## src/rtl/axi_write_responder.sv

```systemverilog
// AXI4 write-only slave: one burst at a time into a local word memory, B response, burst counter.
// Build option AXI_WR_RANGE_CHECK_EN: beats outside the memory window are dropped and answered with DECERR.
module axi_write_responder #(
  parameter C_S_BASE_ADDR = 32'h30000000,
  parameter int unsigned C_S_AXI_ID_WIDTH = 1,
  parameter int unsigned C_S_AXI_ADDR_WIDTH = 32,
  parameter int unsigned C_S_AXI_DATA_WIDTH = 32,
  parameter int unsigned C_MEM_DEPTH = 64
) (
  input  logic                            S_AXI_ACLK,
  input  logic                            S_AXI_ARESETN,
  input  logic [C_S_AXI_ID_WIDTH-1:0]     S_AXI_AWID,
  input  logic [C_S_AXI_ADDR_WIDTH-1:0]   S_AXI_AWADDR,
  input  logic [7:0]                      S_AXI_AWLEN,
  input  logic [2:0]                      S_AXI_AWSIZE,
  input  logic [1:0]                      S_AXI_AWBURST,
  input  logic                            S_AXI_AWVALID,
  output logic                            S_AXI_AWREADY,
  input  logic [C_S_AXI_DATA_WIDTH-1:0]   S_AXI_WDATA,
  input  logic [C_S_AXI_DATA_WIDTH/8-1:0] S_AXI_WSTRB,
  input  logic                            S_AXI_WLAST,
  input  logic                            S_AXI_WVALID,
  output logic                            S_AXI_WREADY,
  output logic [C_S_AXI_ID_WIDTH-1:0]     S_AXI_BID,
  output logic [1:0]                      S_AXI_BRESP,
  output logic                            S_AXI_BVALID,
  input  logic                            S_AXI_BREADY,
  output logic [31:0]                     WR_BURST_COUNT,
  output logic [1:0]                      dbg_state
);

  // Handshakes: a transfer happens on a rising edge where VALID and READY are both high;
  // all READY/VALID outputs here are registered and never depend combinationally on inputs.

  localparam int unsigned BYTES   = C_S_AXI_DATA_WIDTH / 8;
  localparam int unsigned IDX_LSB = $clog2(BYTES);
  localparam int unsigned IDX_W   = $clog2(C_MEM_DEPTH);
  localparam int unsigned AW      = C_S_AXI_ADDR_WIDTH;
  localparam logic [AW-1:0] BASE     = AW'(C_S_BASE_ADDR);
  localparam logic [AW-1:0] STEP     = AW'(BYTES);
  localparam logic [2:0]    NATIVE_SZ = 3'(IDX_LSB);

  localparam logic [1:0] BURST_FIXED = 2'b00;
  localparam logic [1:0] BURST_INCR  = 2'b01;
  localparam logic [1:0] RESP_OKAY   = 2'b00;
  localparam logic [1:0] RESP_SLVERR = 2'b10;

  typedef enum logic [1:0] {
    ST_IDLE = 2'd0,
    ST_DATA = 2'd1,
    ST_RESP = 2'd2
  } state_t;

  state_t                      state;
  logic                        awready_r;
  logic                        wready_r;
  logic                        bvalid_r;
  logic [C_S_AXI_ID_WIDTH-1:0] bid_r;
  logic [1:0]                  bresp_r;
  logic [31:0]                 count_r;

  logic [C_S_AXI_ID_WIDTH-1:0] id_q;
  logic [AW-1:0]               addr_q;
  logic [7:0]                  len_q;
  logic [2:0]                  size_q;
  logic [1:0]                  burst_q;
  logic [7:0]                  beat_cnt;
  logic                        err_q;

  logic [C_S_AXI_DATA_WIDTH-1:0] mem [C_MEM_DEPTH];

  logic              w_fire;
  logic              last_beat;
  logic              burst_ok;
  logic              beat_err;
  logic              mem_we;
  logic [AW-1:0]     offset;
  logic [IDX_W-1:0]  mem_idx;

  assign w_fire    = (state == ST_DATA) && wready_r && S_AXI_WVALID;
  assign last_beat = (beat_cnt == len_q);
  assign burst_ok  = (burst_q == BURST_FIXED) || (burst_q == BURST_INCR);
  assign beat_err  = !burst_ok || (size_q != NATIVE_SZ) || (S_AXI_WLAST != last_beat);
  assign offset    = addr_q - BASE;
  assign mem_idx   = offset[IDX_LSB +: IDX_W];

`ifdef AXI_WR_RANGE_CHECK_EN
  logic decerr_q;
  logic in_range;
  // Unsigned offset also catches addresses below the base: they wrap to a huge value.
  assign in_range = (offset < AW'(C_MEM_DEPTH * BYTES));
  assign mem_we   = w_fire && burst_ok && in_range;
`else
  logic unused_offset_bits;
  assign unused_offset_bits = ^{offset[AW-1:IDX_LSB+IDX_W], offset[IDX_LSB-1:0]};
  assign mem_we = w_fire && burst_ok;
`endif

  always_ff @(posedge S_AXI_ACLK or negedge S_AXI_ARESETN) begin
    if (!S_AXI_ARESETN) begin
      state     <= ST_IDLE;
      awready_r <= 1'b0;
      wready_r  <= 1'b0;
      bvalid_r  <= 1'b0;
      bid_r     <= '0;
      bresp_r   <= RESP_OKAY;
      count_r   <= 32'd0;
      id_q      <= '0;
      addr_q    <= '0;
      len_q     <= 8'd0;
      size_q    <= 3'd0;
      burst_q   <= 2'b00;
      beat_cnt  <= 8'd0;
      err_q     <= 1'b0;
`ifdef AXI_WR_RANGE_CHECK_EN
      decerr_q  <= 1'b0;
`endif
    end else begin
      case (state)
        ST_IDLE: begin
          awready_r <= !(awready_r && S_AXI_AWVALID);
          if (awready_r && S_AXI_AWVALID) begin
            id_q     <= S_AXI_AWID;
            addr_q   <= S_AXI_AWADDR;
            len_q    <= S_AXI_AWLEN;
            size_q   <= S_AXI_AWSIZE;
            burst_q  <= S_AXI_AWBURST;
            beat_cnt <= 8'd0;
            err_q    <= 1'b0;
`ifdef AXI_WR_RANGE_CHECK_EN
            decerr_q <= 1'b0;
`endif
            wready_r <= 1'b1;
            state    <= ST_DATA;
          end
        end

        ST_DATA: begin
          if (w_fire) begin
            beat_cnt <= beat_cnt + 8'd1;
            if (beat_err) err_q <= 1'b1;
`ifdef AXI_WR_RANGE_CHECK_EN
            if (!in_range) decerr_q <= 1'b1;
`endif
            if (burst_q == BURST_INCR) addr_q <= addr_q + STEP;
            // The beat count alone ends the burst; a misplaced WLAST only flags an error.
            if (last_beat) begin
              wready_r <= 1'b0;
              state    <= ST_RESP;
            end
          end
        end

        ST_RESP: begin
          // First RESP cycle lets the final beat's error update settle into the flags.
          if (!bvalid_r) begin
            bvalid_r <= 1'b1;
            bid_r    <= id_q;
`ifdef AXI_WR_RANGE_CHECK_EN
            bresp_r  <= decerr_q ? 2'b11 : (err_q ? RESP_SLVERR : RESP_OKAY);
`else
            bresp_r  <= err_q ? RESP_SLVERR : RESP_OKAY;
`endif
          end else if (S_AXI_BREADY) begin
            bvalid_r  <= 1'b0;
            count_r   <= count_r + 32'd1;
            awready_r <= 1'b1;
            state     <= ST_IDLE;
          end
        end

        default: begin
          state     <= ST_IDLE;
          awready_r <= 1'b0;
          wready_r  <= 1'b0;
          bvalid_r  <= 1'b0;
        end
      endcase
    end
  end

  // Memory is deliberately outside the reset domain: reset abandons a burst but keeps data.
  always_ff @(posedge S_AXI_ACLK) begin
    if (mem_we) begin
      for (int b = 0; b < int'(BYTES); b++) begin
        if (S_AXI_WSTRB[b]) mem[mem_idx][8*b +: 8] <= S_AXI_WDATA[8*b +: 8];
      end
    end
  end

  assign S_AXI_AWREADY  = awready_r;
  assign S_AXI_WREADY   = wready_r;
  assign S_AXI_BVALID   = bvalid_r;
  assign S_AXI_BID      = bid_r;
  assign S_AXI_BRESP    = bresp_r;
  assign WR_BURST_COUNT = count_r;
  assign dbg_state      = state;

endmodule
```

## config.mk

```make
export PLATFORM = sky130hd
export DESIGN_NAME = axi_write_responder
export DESIGN_NICKNAME = d
export VERILOG_FILES = /design/src/rtl/axi_write_responder.sv
export SDC_FILE = /design/constraint.sdc
export NUM_CORES = 1
export LEC_CHECK = 0
export CAP_MARGIN = 5
export CORE_MARGIN = 5
export CORE_UTILIZATION = 42
export DETAILED_ROUTE_END_ITERATION = 12
export PLACE_DENSITY = 0.8
export SLEW_MARGIN = 10
export SYNTH_ARGS = -nofsm -noshare
export SYNTH_HDL_FRONTEND = slang
export SYNTH_SLANG_ARGS = --single-unit
```

## constraint.sdc

```tcl
create_clock -name S_AXI_ACLK -period 1.9 [get_ports S_AXI_ACLK]
set_input_delay 0.57 -clock S_AXI_ACLK [delete_from_list [all_inputs] [get_ports S_AXI_ACLK]]
set_output_delay 0.57 -clock S_AXI_ACLK [all_outputs]
set_load 0.02 [all_outputs]
```

Yosys cells after proc, flatten, opt, wreduce, memory -nomap -nowiden
Index checks and enable logic that the tools add are counted.

Input port bits: 88. Register bits after elaboration: 63. Output and inout port bits: 40. Logic and storage cells: 74.

Bitwise gates (word level): 3. Add/sub/neg operators: 2. Equality and inequality tests: 12. Muxes and demuxes: 24. Reductions and logical operators: 20.

Operator list (number): 32-bit by 1-bit adder with 32-bit output (second input constant) (1); 8-bit 2-to-1 mux (2); 8-bit one-hot mux with 2 select lines (1); 2-bit 2-to-1 mux (6); 2-bit inequality test (second input constant) (6); 1-bit 2-to-1 mux (10); 3-bit AND reduction (3); 8-bit by 1-bit adder with 8-bit output (second input constant) (1); 8-bit equality test (1); 4-bit AND reduction (2); 1-bit one-hot mux with 3 select lines (2); 2-bit one-hot mux with 3 select lines (1); 5-bit AND reduction (1); 2-bit by 1-bit equality test with 1-bit output (second input constant) (2); 2-bit logical NOT (2); 1-bit one-hot mux with 2 select lines (2); 2-bit AND reduction (2); 1-bit logical AND (3); 1-bit logical OR (3); 3-bit by 2-bit inequality test with 1-bit output (second input constant) (1); 1-bit NOT (3); 2-bit equality test (second input constant) (1); 1-bit logical NOT (2); 2-bit nonzero test (1); 2 further kinds (2).

Longest topological paths before layout
Depth after elaboration: 8. Mapped depth: 7. Mapped depth without buffers: 5.

Worst setup path before layout
Ideal clock, no wire load.

Kind: flip-flop to flip-flop. Start: register state[0], in the netlist dbg_state[0]. End: register beat_cnt[7]. Data arrival time: 1799 ps. Library setup time: 78 ps. Setup slack: 23 ps. Path buffers: 2. Period minus slack after synthesis: 1877 ps. Stages on the path, launching flop included: 7. Required time: 1822 ps. Cell sequence: dfrtp_1 > buf_6 > and4bb_2 > buf_6 > o2111ai_4 > or4b_1 > a21oi_1.

Cells in the longest elaborated chain, start to end: 5. Elaborated cells on any way between the ends: 9. Those cells by class: eq/ne: 3; mux: 1; reduce/logical: 5.

Ends and longest elaborated chain: start: declaration (line 54) `state_t state;`; start signal: assignment (line 101) `state <= ST_IDLE;`; start signal: assignment (line 134) `state <= ST_DATA;`; start signal: assignment (line 149) `state <= ST_RESP;`; 2-bit by 1-bit equality test with 1-bit output (line 80, 119); 1-bit logical AND (2 in a row) (line 80) `assign w_fire = (state == ST_DATA) && wready_r && S_AXI_WVALID;`; 2-bit inequality test (no source line); 3-bit AND reduction (no source line); end signal: assignment (line 140) `beat_cnt <= beat_cnt + 8'd1;`; end: declaration (line 67) `logic [7:0] beat_cnt;`.

Several ways; a longest one is shown, not always the timed one. A chain may end at the register's enable or synchronous reset.

Final worst setup path
Start: register bresp_r[1], in the netlist S_AXI_BRESP[1]. End: output S_AXI_BRESP[1].

RTL lines: start: declaration (line 59) `logic [1:0] bresp_r;`; start signal: assignment (line 162) `bresp_r <= err_q ? RESP_SLVERR : RESP_OKAY;`; end: declaration (line 25) `output logic [1:0] S_AXI_BRESP,`.

No word-level cell between the ends.

==> run metrics <==
Tot GR Track Use 15.9%; Root Buffer clkbuf_8; input/output buffers 57; most frequent cell after synthesis dfrtp_1; fmax ~540 MHz; Crit Path Max Fanout 2; GPL Wtd Cong 0.795; Worst Reg-to-Reg Cells 4; Chip Height 93.2 um; biggest area consumer among synthesized cells dfrtp_1; WP depth 1; Clk Latency, worst-skew pair between 0.3 and 0.4 ns; clock tree buffer depth 2; mux share of post-synthesis cell area 6.58%; CP max-delay cell clkdlybuf4s50_1; global-route wire length before repair 10800 um; synthesized net count 342; HP Class in -> async; status complete, no violations; critical path class reg -> out; maxcap violations 0; register bit total from synthesis 61; most common library cells after synthesis 61 x dfrtp_1, 27 x xor2_1, 17 x mux2_2; met1 Resource Use GR between 15 and 20%; final hold violations 0; number of global-route vias before repair 2267; crit end category output pin; Yosys Warn Count 0; drt wl/cell 15.6 um; simple-gate share of the synthesized area 19.9%; Arr. time, crit path about 1.3 ns; Most Crowded Layer GR met2; total congestion overflow 0; row count 30; Initial Util 43.1%; syn_area_per_cell 11.5 sq um; antenna cells 0; Layout fillers a little under 600; placed cell count 396; Unique masters post-synth 41; Main synth FF type dfrtp_1; CP peak stage delay 0.61 ns; Pre-antenna DRT Iters 4; largest cells by area after synthesis dfrtp_1 52%, xor2_1 8.1%, mux2_2 6.6%; Yosys top cell area share 52.5%; Final Non-Filler Cells 411; Compound-Gate Fraction of Synth Area under 10%; ordered list of cells on the worst path clkdlybuf4s50_1; clock transition at the registers of the reported paths 0.07 ns; Post-synth ARST share between 90% and 100%; Post-Synth Adder-Cell Area 0.860%; remaining antenna violation count 0; post-synthesis cell area 2910 sq um; Slew Limit Fails 0; largest net degree at the start of global routing 62; Setup crit start kind flip-flop; detailed placement HPWL 4470 um; Synth Instances 252; via count about 2200; share of post-route cells with drive strength above 1 20.8%; CTS Sinks 61; DR DRC count 0; multi-input logic area around 1300 sq um; maximum VDD drop 0.664 mV; CP delay by family, top buffers and inverters; area growth from synthesis to layout 32.1%; Power per Cell Area 983 nW/um^2; die area about 8700 sq um; initial antenna violation count 0; register area share after synthesis 52.5%; crit share post-route a little over nine tenths; clk_skew 0.0115 ns; Post-CTS Setup Inserts 0; XOR/XNOR share of the synthesized area 12.6%; Num CTS Buffers 9; H-tree depth 3; nets roughly 420; Die Width 93.2 um; CTS tree yes; final wirelength 6430 um; Ports 128; met2 Use GR between 20% and 30%; Via density 5.25; CP Buf/Inv Count 1; Setup TNS Final 0 ns; CP required 1.33 ns; Final setup viols 0; largest family of logic cells by synthesized area simple AND/OR/NAND/NOR gates; Min Hold Slack roughly 0.23 ns; RSZ-0062 raised after global routing yes; sequential cell area 1530 sq um; P_leak 1.91 nW; total power 0.00378 W; fin crit period 1.86 ns; met3 Resource Use GR 4.42%; number of synthesized flops with an enable pin 0; Core ar. 6760 sq um; iteration-0 DRC count of the detailed router 61
## routing by layer
metal  vias up  part of all wire (%)
met5         -                     0
met4         0                   2.0
met3         7                   4.5
met2        49                    50
met1      1061                    44
li1       1042                     -
## logic make-up (layout without fill, tap and decap cells)
kind of cell             Yosys count  after routing
flip-flops                        61             61
XOR/XNOR                          42             42
AND/OR/NAND/NOR                   94             94
adder cells (fa/ha/maj)            2              2
buffers and inverters             19             98
multiplexers                      17             17
AO/OA/AOI/OAI                     16             16
other                              1              1
## sequential cells by signal, indices dropped and copies added, names as in the netlist
signal and flops:
id_q 1, S_AXI_AWREADY 1, S_AXI_WREADY 1, dbg_state 2, WR_BURST_COUNT 32, S_AXI_BVALID 1, S_AXI_BRESP 1, len_q 8
beat_cnt 8, err_q 1, burst_q 1, size_q 3, S_AXI_BID 1
## stage by stage
step | utilization [%] | instance area (sq um) | worst slack [ns]
6_report | 56.9 | 3840 | 0.0387
5_1_grt | 56.9 | 3840 | -0.0263
4_1_cts | 56.5 | 3810 | 0.0112
3_5_place_dp | 54.1 | 3650 | -0.353
3_3_place_gp | 54.1 | 3650 | -0.329
2_1_floorplan | - | 2910 | 0.0233
## cell type report
type	instances	area share, %
Multi-Input combinational cell	172	34.4
Inverter	9	0.879
Clock inverter	4	1.24
Timing Repair Buffer	74	17.2
Tap cell	80	2.60
Clock buffer	11	3.94
Sequential cell	61	39.7
## where the power goes
group,switching (W),total [W],internal [W]
Clock,0.000504,0.00117,0.000665
Sequential,0.000254,0.00179,0.00154
Combinational,0.000372,0.000815,0.000443
## worst paths after layout
kind	startpoint	to	slack, ns
max	S_AXI_BRESP[1]$_DFFE_PN0P_	S_AXI_BRESP[1]	0.04
min	S_AXI_ARESETN	WR_BURST_COUNT[31]$_DFFE_PN0P_	0.23
max reg2reg	dbg_state[0]$_DFFE_PN0P_	err_q$_DFFE_PN0P_	0.13
min reg2reg	WR_BURST_COUNT[31]$_DFFE_PN0P_	WR_BURST_COUNT[31]$_DFFE_PN0P_	0.47
max in group asynchronous	S_AXI_ARESETN	WR_BURST_COUNT[1]$_DFFE_PN0P_	1.39
min in group S_AXI_ACLK	WR_BURST_COUNT[31]$_DFFE_PN0P_	WR_BURST_COUNT[31]$_DFFE_PN0P_	0.47
## cell usage in the layout (no fill, tap or decap), types with 3 or more instances in the layout
cell,n
nor4_1,4
o21ai_0,3
dfrtp_1,61
nor4_2,6
buf_4,16
nand4_1,11
nand2_1,14
clkdlybuf4s50_1,19
and2_1,6
nor2_1,11
xnor2_1,15
a21oi_1,6
xor2_1,27
clkbuf_8,11
mux2_2,17
inv_1,9
and4_1,3
nor3_1,10
dlygate4sd2_1,36
and3_1,5
nand3_1,9
## what timing repair did
item	in CTS	in global routing
hold buffers	0	0
pin swaps	0	1
gates resized for setup	37	8
endpoints found under the setup margin	37	12
(Power assumes the default switching activity.)
